<file path="config.mk">
export PLATFORM = sky130hd
export DESIGN_NAME = fetch_stage_flat
export DESIGN_NICKNAME = d
export VERILOG_FILES = /design/src/rtl/fetch_stage_if.sv /design/src/rtl/fetch_stage.sv /design/src/flat_wrapper.sv
export SDC_FILE = /design/constraint.sdc
export NUM_CORES = 1
export LEC_CHECK = 0
export ABC_AREA = 1
export CORE_ASPECT_RATIO = 1.4
export CORE_MARGIN = 1.5
export CORE_UTILIZATION = 30
export DETAILED_ROUTE_END_ITERATION = 10
export GPL_ROUTABILITY_DRIVEN = 0
export PLACE_DENSITY = 0.67
export SLEW_MARGIN = 20
export SYNTH_ARGS = -nofsm -noshare
export SYNTH_HDL_FRONTEND = slang
export SYNTH_SLANG_ARGS = --single-unit
</file>
<file path="constraint.sdc">
create_clock -name clk -period 3.8 [get_ports clk]
set_clock_uncertainty 0.05 [all_clocks]
set_input_delay 1.14 -clock clk [delete_from_list [all_inputs] [get_ports clk]]
set_output_delay 1.14 -clock clk [all_outputs]
set_load 0.005 [all_outputs]
</file>
<file path="src/rtl/fetch_stage_if.sv">
// Instruction-memory request/response bus between the fetch stage and imem.
// One request outstanding at a time; request accepted on imem_req && imem_ready.
interface fetch_stage_if;
    logic        imem_req;
    logic [31:0] imem_addr;
    logic        imem_ready;
    logic        imem_rvalid;
    logic [31:0] imem_rdata;

    modport master (
        output imem_req,
        output imem_addr,
        input  imem_ready,
        input  imem_rvalid,
        input  imem_rdata
    );

    modport slave (
        input  imem_req,
        input  imem_addr,
        output imem_ready,
        output imem_rvalid,
        output imem_rdata
    );
endinterface

</file>
<file path="src/rtl/fetch_stage.sv">
// Fetch stage: PC, single-outstanding imem fetch FSM, IF/ID register; FETCH_PERF_CNT_EN adds perf counters.
// Latency: request in IDLE, IF/ID written on the response cycle (one instruction per 2 cycles at zero wait).
// Backpressure: hazard stall parks a returned instruction in a one-entry buffer (HOLD) until delivery.
module fetch_stage #(
    parameter logic [31:0] RESET_PC  = 32'h0000_0000,
    parameter logic [31:0] NOP_INSTR = 32'h0000_0013
) (
    input  logic          clk,
    input  logic          rst_n,
    input  logic          pc_write_enable,
    input  logic          if_id_write_enable,
    input  logic          pc_redirect,
    input  logic [31:0]   redirect_target,
    fetch_stage_if.master imem,
    output logic [31:0]   if_id_pc,
    output logic [31:0]   if_id_instr,
    output logic          if_id_valid,
    output logic [31:0]   stall_cycles,
    output logic [31:0]   redirect_count
);

    typedef enum logic [1:0] {IDLE, WAIT, HOLD, DROP} state_t;

    state_t      r_state;
    state_t      w_state_nxt;
    logic [31:0] r_pc;
    logic [31:0] w_pc_nxt;
    logic [31:0] r_buf;
    logic [31:0] w_buf_nxt;
    logic [31:0] r_if_pc;
    logic [31:0] w_if_pc_nxt;
    logic [31:0] r_if_instr;
    logic [31:0] w_if_instr_nxt;
    logic        r_if_valid;
    logic        w_if_valid_nxt;

    logic        w_deliver;
    logic        w_redirect;
    logic        w_accept;
    logic [31:0] w_pc_inc;
    logic [31:0] w_target;

    assign w_deliver  = pc_write_enable & if_id_write_enable;
    assign w_redirect = pc_redirect & pc_write_enable;
    assign w_pc_inc   = r_pc + 32'd4;
    assign w_target   = {redirect_target[31:2], 2'b00};

    // Gated by rst_n so no request is presented while reset is asserted.
    assign imem.imem_req  = rst_n & (r_state == IDLE);
    assign imem.imem_addr = r_pc;
    assign w_accept       = imem.imem_req & imem.imem_ready;

    always_comb begin
        w_state_nxt    = r_state;
        w_pc_nxt       = r_pc;
        w_buf_nxt      = r_buf;
        w_if_pc_nxt    = r_if_pc;
        w_if_instr_nxt = r_if_instr;
        w_if_valid_nxt = r_if_valid;

        case (r_state)
            IDLE: begin
                if (w_accept) begin
                    w_state_nxt = WAIT;
                end
            end
            WAIT: begin
                if (imem.imem_rvalid) begin
                    if (w_deliver) begin
                        w_if_pc_nxt    = r_pc;
                        w_if_instr_nxt = imem.imem_rdata;
                        w_if_valid_nxt = 1'b1;
                        w_pc_nxt       = w_pc_inc;
                        w_state_nxt    = IDLE;
                    end else begin
                        w_buf_nxt   = imem.imem_rdata;
                        w_state_nxt = HOLD;
                    end
                end
            end
            HOLD: begin
                if (w_deliver) begin
                    w_if_pc_nxt    = r_pc;
                    w_if_instr_nxt = r_buf;
                    w_if_valid_nxt = 1'b1;
                    w_pc_nxt       = w_pc_inc;
                    w_state_nxt    = IDLE;
                end
            end
            DROP: begin
                if (imem.imem_rvalid) begin
                    w_state_nxt = IDLE;
                end
            end
            default: w_state_nxt = IDLE;
        endcase

        // Redirect overrides the normal path: flush IF/ID but keep its PC.
        if (w_redirect) begin
            w_pc_nxt       = w_target;
            w_if_pc_nxt    = r_if_pc;
            w_if_instr_nxt = NOP_INSTR;
            w_if_valid_nxt = 1'b0;
            case (r_state)
                IDLE:    w_state_nxt = w_accept ? DROP : IDLE;
                WAIT:    w_state_nxt = imem.imem_rvalid ? IDLE : DROP;
                HOLD:    w_state_nxt = IDLE;
                // The stale response landing this same cycle is the one DROP waits for.
                default: w_state_nxt = imem.imem_rvalid ? IDLE : DROP;
            endcase
        end
    end

    always_ff @(posedge clk or negedge rst_n) begin
        if (!rst_n) begin
            r_state    <= IDLE;
            r_pc       <= RESET_PC;
            r_buf      <= '0;
            r_if_pc    <= '0;
            r_if_instr <= NOP_INSTR;
            r_if_valid <= 1'b0;
        end else begin
            r_state    <= w_state_nxt;
            r_pc       <= w_pc_nxt;
            r_buf      <= w_buf_nxt;
            r_if_pc    <= w_if_pc_nxt;
            r_if_instr <= w_if_instr_nxt;
            r_if_valid <= w_if_valid_nxt;
        end
    end

    assign if_id_pc    = r_if_pc;
    assign if_id_instr = r_if_instr;
    assign if_id_valid = r_if_valid;

`ifdef FETCH_PERF_CNT_EN
    logic [31:0] r_stall_cycles;
    logic [31:0] r_redirect_count;

    always_ff @(posedge clk or negedge rst_n) begin
        if (!rst_n) begin
            r_stall_cycles   <= '0;
            r_redirect_count <= '0;
        end else begin
            if (!if_id_write_enable && (r_stall_cycles != 32'hFFFF_FFFF)) begin
                r_stall_cycles <= r_stall_cycles + 32'd1;
            end
            if (w_redirect && (r_redirect_count != 32'hFFFF_FFFF)) begin
                r_redirect_count <= r_redirect_count + 32'd1;
            end
        end
    end

    assign stall_cycles   = r_stall_cycles;
    assign redirect_count = r_redirect_count;
`else
    assign stall_cycles   = '0;
    assign redirect_count = '0;
`endif

endmodule
</file>
<file path="src/flat_wrapper.sv">
// flat-port wrapper written by rule: the top's interface ports become plain ports
module fetch_stage_flat 
#(
    parameter logic [31:0] RESET_PC  = 32'h0000_0000,
    parameter logic [31:0] NOP_INSTR = 32'h0000_0013
)
  (clk, rst_n, pc_write_enable, if_id_write_enable, pc_redirect, redirect_target, if_id_pc, if_id_instr, if_id_valid, stall_cycles, redirect_count, imem_imem_req, imem_imem_addr, imem_imem_ready, imem_imem_rvalid, imem_imem_rdata);
  fetch_stage_if imem_i ();
  input  logic clk;
  input  logic rst_n;
  input  logic pc_write_enable;
  input  logic if_id_write_enable;
  input  logic pc_redirect;
  input  logic [31:0] redirect_target;
  output logic [31:0] if_id_pc;
  output logic [31:0] if_id_instr;
  output logic if_id_valid;
  output logic [31:0] stall_cycles;
  output logic [31:0] redirect_count;
  output wire logic [$bits(imem_i.imem_req)-1:0] imem_imem_req;
  output wire logic [$bits(imem_i.imem_addr)-1:0] imem_imem_addr;
  input wire logic [$bits(imem_i.imem_ready)-1:0] imem_imem_ready;
  input wire logic [$bits(imem_i.imem_rvalid)-1:0] imem_imem_rvalid;
  input wire logic [$bits(imem_i.imem_rdata)-1:0] imem_imem_rdata;
  assign imem_imem_req = imem_i.imem_req;
  assign imem_imem_addr = imem_i.imem_addr;
  assign imem_i.imem_ready = imem_imem_ready;
  assign imem_i.imem_rvalid = imem_imem_rvalid;
  assign imem_i.imem_rdata = imem_imem_rdata;
  fetch_stage #(.RESET_PC(RESET_PC), .NOP_INSTR(NOP_INSTR)) u_core (.clk(clk), .rst_n(rst_n), .pc_write_enable(pc_write_enable), .if_id_write_enable(if_id_write_enable), .pc_redirect(pc_redirect), .redirect_target(redirect_target), .imem(imem_i), .if_id_pc(if_id_pc), .if_id_instr(if_id_instr), .if_id_valid(if_id_valid), .stall_cycles(stall_cycles), .redirect_count(redirect_count));
endmodule
</file>
==> results of run 1 <==
[per-layer routing]
metal,global-route usage,up-vias,part of all wire
met5,0,-,0.00089
met4,0.0734,2,0.028
met3,0.0435,39,0.064
met2,0.287,217,0.51
met1,0.191,2799,0.40
li1,-,2949,-
[registers in the layout, summed over array words and instances, names as in the netlist]
| signal | cells |
|---|---|
| u_core.if_id_instr | 32 |
| u_core.if_id_valid | 1 |
| u_core.r_state | 2 |
| u_core.if_id_pc | 30 |
| u_core.r_buf | 32 |
| u_core.imem.imem_addr | 30 |
[area by class of cell]
cell class                 count  area share
inverter                      79      0.0326
timing repair buffer         172       0.189
clock inverter                10      0.0177
multi-input combinational    622       0.319
antenna                        1    0.000275
clock buffer                  21      0.0506
sequential                   127       0.349
tap                          301      0.0414
[synth_stat cells (all sizes together)]
library cell,n
nand2,241
xnor2,2
nand4,7
a211oi,3
o31ai,1
and3,1
dfstp,3
dfrtp,124
nand3,38
o21ai,69
a21boi,1
conb,1
inv,79
o211ai,34
o21bai,5
nor3b,1
ha,6
buf,87
xor2,5
clkbuf,19
mux2,4
o221ai,1
nand3b,1
or2,1
nor2,94
nor3,5
a21oi,33
a31oi,1
[kinds of logic after synthesis]
family / Yosys count / synth area share
xor gates and xnor gates: 7 / 0.00900
buffers and inverters: 185 / 0.145
muxes: 4 / 0.00661
and+or+nand+nor: 389 / 0.235
other: 1 / 0.000550
AOI/OAI and AO/OA: 148 / 0.126
DFF: 127 / 0.467
adders and majority gates: 6 / 0.0110
[where the power goes]
group | total (W) | internal, W | switching, W
clock network | 0.00176 | 0.00113 | 0.000631
registers | 0.00245 | 0.00199 | 0.000466
logic | 0.00256 | 0.00134 | 0.00122
total | 0.00677 | 0.00446 | 0.00232
[worst register-to-register path, cell delays in order, from the launching register on]
cell      delay [ps]
dfrtp_1          370
inv_1            100
ha_1             400
inv_2            740
nand2_1          160
o211ai_1         130
a21oi_1           90
[worst min-delay path by stage]
| stage | startpoint | to | slack (ps) | depth (start not counted) |
|---|---|---|---|---|
| 2_1_floorplan | u_core.r_buf[10] | u_core.r_buf[10] | 400 | 2 |
| 3_3_place_gp | u_core.if_id_pc[10] | u_core.if_id_pc[10] | 410 | 2 |
| 3_5_place_dp | u_core.if_id_pc[7] | u_core.if_id_pc[7] | 420 | 2 |
| 4_1_cts | u_core.if_id_pc[7] | u_core.if_id_pc[7] | 430 | 2 |
| 5_1_grt | u_core.if_id_pc[9] | u_core.if_id_pc[9] | 460 | 2 |
| 6_report | u_core.if_id_pc[10] | u_core.if_id_pc[10] | 430 | 2 |
[through the flow]
step | power (W) | hold WS (ps) | util
after global routing | 0.00728 | 455 | 0.406
after global placement | 0.00500 | 414 | 0.378
after floorplan | 0.00370 | 404 | -
after detailed placement | 0.00506 | 415 | 0.378
after CTS | 0.00687 | 432 | 0.406
final | 0.00677 | 426 | 0.406
==> impl_metrics.py, run 1 <==
metrics = {
    "clock_tree": {
        "cts_resized": 0,
        "clkSinkCount": 127,
        "cts_root_buf": "clkbuf_16",
        "clk_pin_slew_worst_paths_ps": 60,
        "numCtsBuffers": 17,
        "cts_setup_buffers": 0,
        "cts_max_level": 4,
        "clock_latency_ps": 420,
        "cts_tree": "done",
        "clock_path_buffers": 2,
        "hold_buffers": 0,
    },
    "worst_setup_path": {
        "crit_arrival_ps": 1920,
        "cp_max_fo": 2,
        "worstPathCellList": "buf_6, nand2_1, inv_1, clkdlybuf4s50_1",
        "cp.required_ps": 2610,
        "end_kind": "output port",
        "crit_start": "rst_n",
        "r2r-start": "u_core.r_state[0]",
        "cp.buffers_inverters": 3,
        "cp-endpoint": "imem_imem_req",
        "r2r-end": "u_core.if_id_instr[24]",
        "critPathTopFamily": "buffers and inverters",
        "reg2reg_depth": 6,
        "max_stage_delay_ps": 520,
        "ff2ff_setup_slack_ps": 1640,
        "cp.depth": 4,
        "startpoint_type": "input port",
        "cp_slowest_cell": "clkdlybuf4s50_1",
        "crit_type": "input port to output port",
    },
    "place": {
        "port_buffers": 162,
        "dp.cells": 1301,
        "placed_area_mm2": 0.00848,
        "hpwlAfterDp_um": 13200,
        "dp_slack_ps": 612,
    },
    "sta": {
        "finalHoldViolations": 0,
        "slew_headroom": 0.401,
        "maxSlewViolCount": 0,
        "setup_viol": 0,
        "rsz0062_at_grt": "false",
        "timing.fmax_mhz": 322,
        "fin_ws_ps": 694,
        "min_period_ps": 3110,
        "worst_slew_pin_slew_ps": 897,
        "fin_crit_sh": 0.817,
        "tns_ps": 0,
    },
    "final_layout": {
        "final_cell_mix": "nand2_1, clkdlybuf4s50_1, dfrtp_1",
        "instances_no_fill": 1333,
        "regArea_mm2": 0.00318,
        "fin_area_mm2": 0.00911,
        "fillers": 2327,
        "multi_input_comb_area_mm2": 0.00290,
        "num-nets-final": 1096,
        "layout-drive-gt1-share": 0.0611,
        "area_delta_synth_final_pct": 33.7,
        "mostFrequentLayoutCell": "nand2_1",
    },
    "logic_synthesis": {
        "syn_area_per_cell_um2": 7.86,
        "synth_area_mm2": 0.00681,
        "synth_top_area_frac": 0.455,
        "ys_ff_latch": 127,
        "synthCells": 867,
        "ys_types": 35,
        "yosysTopAreaCell": "dfrtp_1",
        "synth.top_cells.by_area": "dfrtp_1, nand2_1, buf_4, o21ai_0, nor2_1",
        "ys.warnings.count": 0,
        "yosysSeqAreaShare": 0.467,
    },
    "global_routing": {
        "grt_overflow": 0,
        "grt_max_degree": 128,
        "grt_pass1_vias": 5819,
        "track_usage": 0.166,
        "grt_pass1_wl_um": 30300,
        "antenna_found_initial": 2,
    },
    "drt": {
        "antenna_left": 0,
        "route.detailed.drc": 0,
        "dr.pass1.iters": 5,
        "drt-initial-drc-count": 317,
        "finalWirelength_um": 19100,
        "vias": 6006,
        "vias_per_cell": 4.51,
        "wire_per_inst_um": 14.3,
    },
    "die": {
        "die-area_mm2": 0.0236,
        "die_y_um": 181,
        "core_region_area_mm2": 0.0224,
        "die_x_um": 130,
        "rows": 65,
        "start_util": 0.304,
        "num_io_pins": 233,
    },
    "status": {
        "status": "complete, no violations",
    },
    "power_and_ir_drop": {
        "powerDensity_mw_per_mm2": 744,
        "peakVddDrop_uv": 315,
        "power.leakage_nw": 4.17,
    },
    "worst_hold_path": {
        "hold_class": "register to register",
    },
    "job": {
        "drv_cap": 0,
    },
}
Power figures use the tool's default switching activity.
==> inputs of run 2 (changes only) <==
PLACE_DENSITY = 0.69   (was 0.67)
clock period = 2.71 ns   (was 3.8 ns; I/O delays follow)
==> impl_metrics.py, run 2 (same netlist as run 1, synthesis figures left out) <==
metrics = {
    "die": {
        "core_region_area_mm2": 0.0224,
        "rows": 65,
        "num_io_pins": 233,
        "start_util": 0.304,
        "die_x_um": 130,
        "die_y_um": 181,
        "die-area_mm2": 0.0236,
    },
    "place": {
        "dp.cells": 1308,
        "hpwlAfterDp_um": 13500,
        "port_buffers": 162,
        "placed_area_mm2": 0.00857,
    },
    "job": {
        "drv_cap": 0,
    },
    "global_routing": {
        "grt_pass1_wl_um": 29800,
        "grt_pass1_vias": 5731,
        "grt_overflow": 0,
        "track_usage": 0.163,
        "grt_max_degree": 128,
        "antenna_found_initial": 2,
    },
    "clock_tree": {
        "clk_pin_slew_worst_paths_ps": 60,
        "clock_path_buffers": 2,
        "clkSinkCount": 127,
        "clock_latency_ps": 410,
        "cts_max_level": 4,
        "cts_root_buf": "clkbuf_16",
        "numCtsBuffers": 17,
        "cts_tree": "done",
    },
    "status": {
        "status": "complete, no violations",
    },
    "drt": {
        "finalWirelength_um": 18800,
        "dr.pass1.iters": 4,
        "drt-initial-drc-count": 282,
        "vias_per_cell": 4.48,
        "wire_per_inst_um": 14.0,
        "vias": 6006,
        "antenna_left": 0,
        "route.detailed.drc": 0,
    },
    "worst_setup_path": {
        "max_stage_delay_ps": 510,
        "startpoint_type": "register",
        "worstPathCellList": "inv_2, ha_2, nand2_1, inv_1, clkdlybuf4s50_1",
        "crit_arrival_ps": 1750,
        "cp_slowest_cell": "clkdlybuf4s50_1",
        "critPathTopFamily": "buffers and inverters",
        "cp.buffers_inverters": 3,
        "end_kind": "output port",
        "crit_type": "register to output port",
        "cp_max_fo": 4,
        "cp.required_ps": 1850,
    },
    "sta": {
        "fin_crit_sh": 0.963,
        "slew_headroom": 0.532,
        "setup_viol": 0,
        "rsz0062_at_grt": "false",
        "maxSlewViolCount": 0,
        "timing.fmax_mhz": 383,
        "finalHoldViolations": 0,
        "worst_slew_pin_slew_ps": 702,
        "tns_ps": 0,
        "min_period_ps": 2610,
    },
    "power_and_ir_drop": {
        "clock_power_share": 0.257,
        "power.internal_w": 0.00629,
        "powerDensity_mw_per_mm2": 1040,
        "switchingPower_w": 0.00329,
        "p_comb_frac": 0.384,
        "p_seq_frac": 0.359,
        "power.leakage_nw": 4.22,
        "power.share.switching": 0.343,
        "peakVddDrop_uv": 508,
    },
    "final_layout": {
        "fin_area_mm2": 0.00921,
        "num-nets-final": 1103,
        "area_delta_synth_final_pct": 35.1,
        "mostFrequentLayoutCell": "nand2_1",
        "layout-drive-gt1-share": 0.0731,
        "final_cell_mix": "nand2_1, clkdlybuf4s50_1, dfrtp_1",
        "instances_no_fill": 1341,
        "fillers": 2302,
    },
    "worst_hold_path": {
        "hold_class": "register to register",
    },
}
-- run 2: per-stage QoR --
step / util / worst slack, ps / total power [W] / hold WS [ps]
after floorplan: - / 904 / 0.00519 / 404
after global placement: 0.382 / 136 / 0.00707 / 413
after detailed placement: 0.382 / 99.3 / 0.00717 / 417
after CTS: 0.410 / 32.0 / 0.00970 / 434
after global routing: 0.410 / 29.2 / 0.0103 / 448
final: 0.410 / 99.7 / 0.00958 / 426
-- run 2: worst paths after layout --
check	start	endpoint	slack, ps	cells after the start
min in group asynchronous	rst_n	u_core.r_buf[7]	470	2
max in group asynchronous	rst_n	u_core.if_id_pc[29]	1610	2
hold / removal	u_core.if_id_pc[10]	u_core.if_id_pc[10]	430	2
setup reg to reg	u_core.imem.imem_addr[3]	u_core.imem.imem_addr[22]	780	8
hold reg to reg	u_core.if_id_pc[10]	u_core.if_id_pc[10]	430	2
setup / recovery	u_core.r_state[0]	imem_imem_req	100	5
-- run 2: power groups by stage --
stage / Combinational [W] / Clock (W) / Sequential, W
6_report: 0.00367 / 0.00247 / 0.00344
5_1_grt: 0.00413 / 0.00261 / 0.00356
4_1_cts: 0.00373 / 0.00252 / 0.00344
3_5_place_dp: 0.00371 / 0 / 0.00346
3_3_place_gp: 0.00363 / 0 / 0.00344
2_1_floorplan: 0.00180 / 0 / 0.00339
-- run 2: what timing repair did --
action / 4_1_cts / 5_1_grt
hold buffers: 0 / 0
endpoints found under the setup margin: 0 / 1
buffers inserted: 0 / 0
resized for setup: 0 / 3
-- run 2: per-layer routing --
layer	up-vias	track usage	part of all wire	wire length, um
met5	-	0	0.00069	13
met4	2	0.0730	0.033	623
met3	40	0.0506	0.067	1250
met2	227	0.275	0.50	9440
met1	2766	0.187	0.40	7470
li1	2971	-	-	-
-- run 2: tightest hold or removal path: stages, from the launching register on --
cell and delay [ps]:
dfrtp_1 340, nand2_1 50, nand2_1 50
-- run 2: area by class of cell --
cell class                      instances  area, um2  share of cell area
Inverter                               79        297              0.0322
Clock inverter                         14        189              0.0205
Sequential cell                       127       3180               0.346
Tap cell                              301        377              0.0409
Multi-Input combinational cell        622       2910               0.316
Clock buffer                           18        439              0.0477
Timing Repair Buffer                  179       1810               0.197
Antenna cell                            1       2.50            0.000272
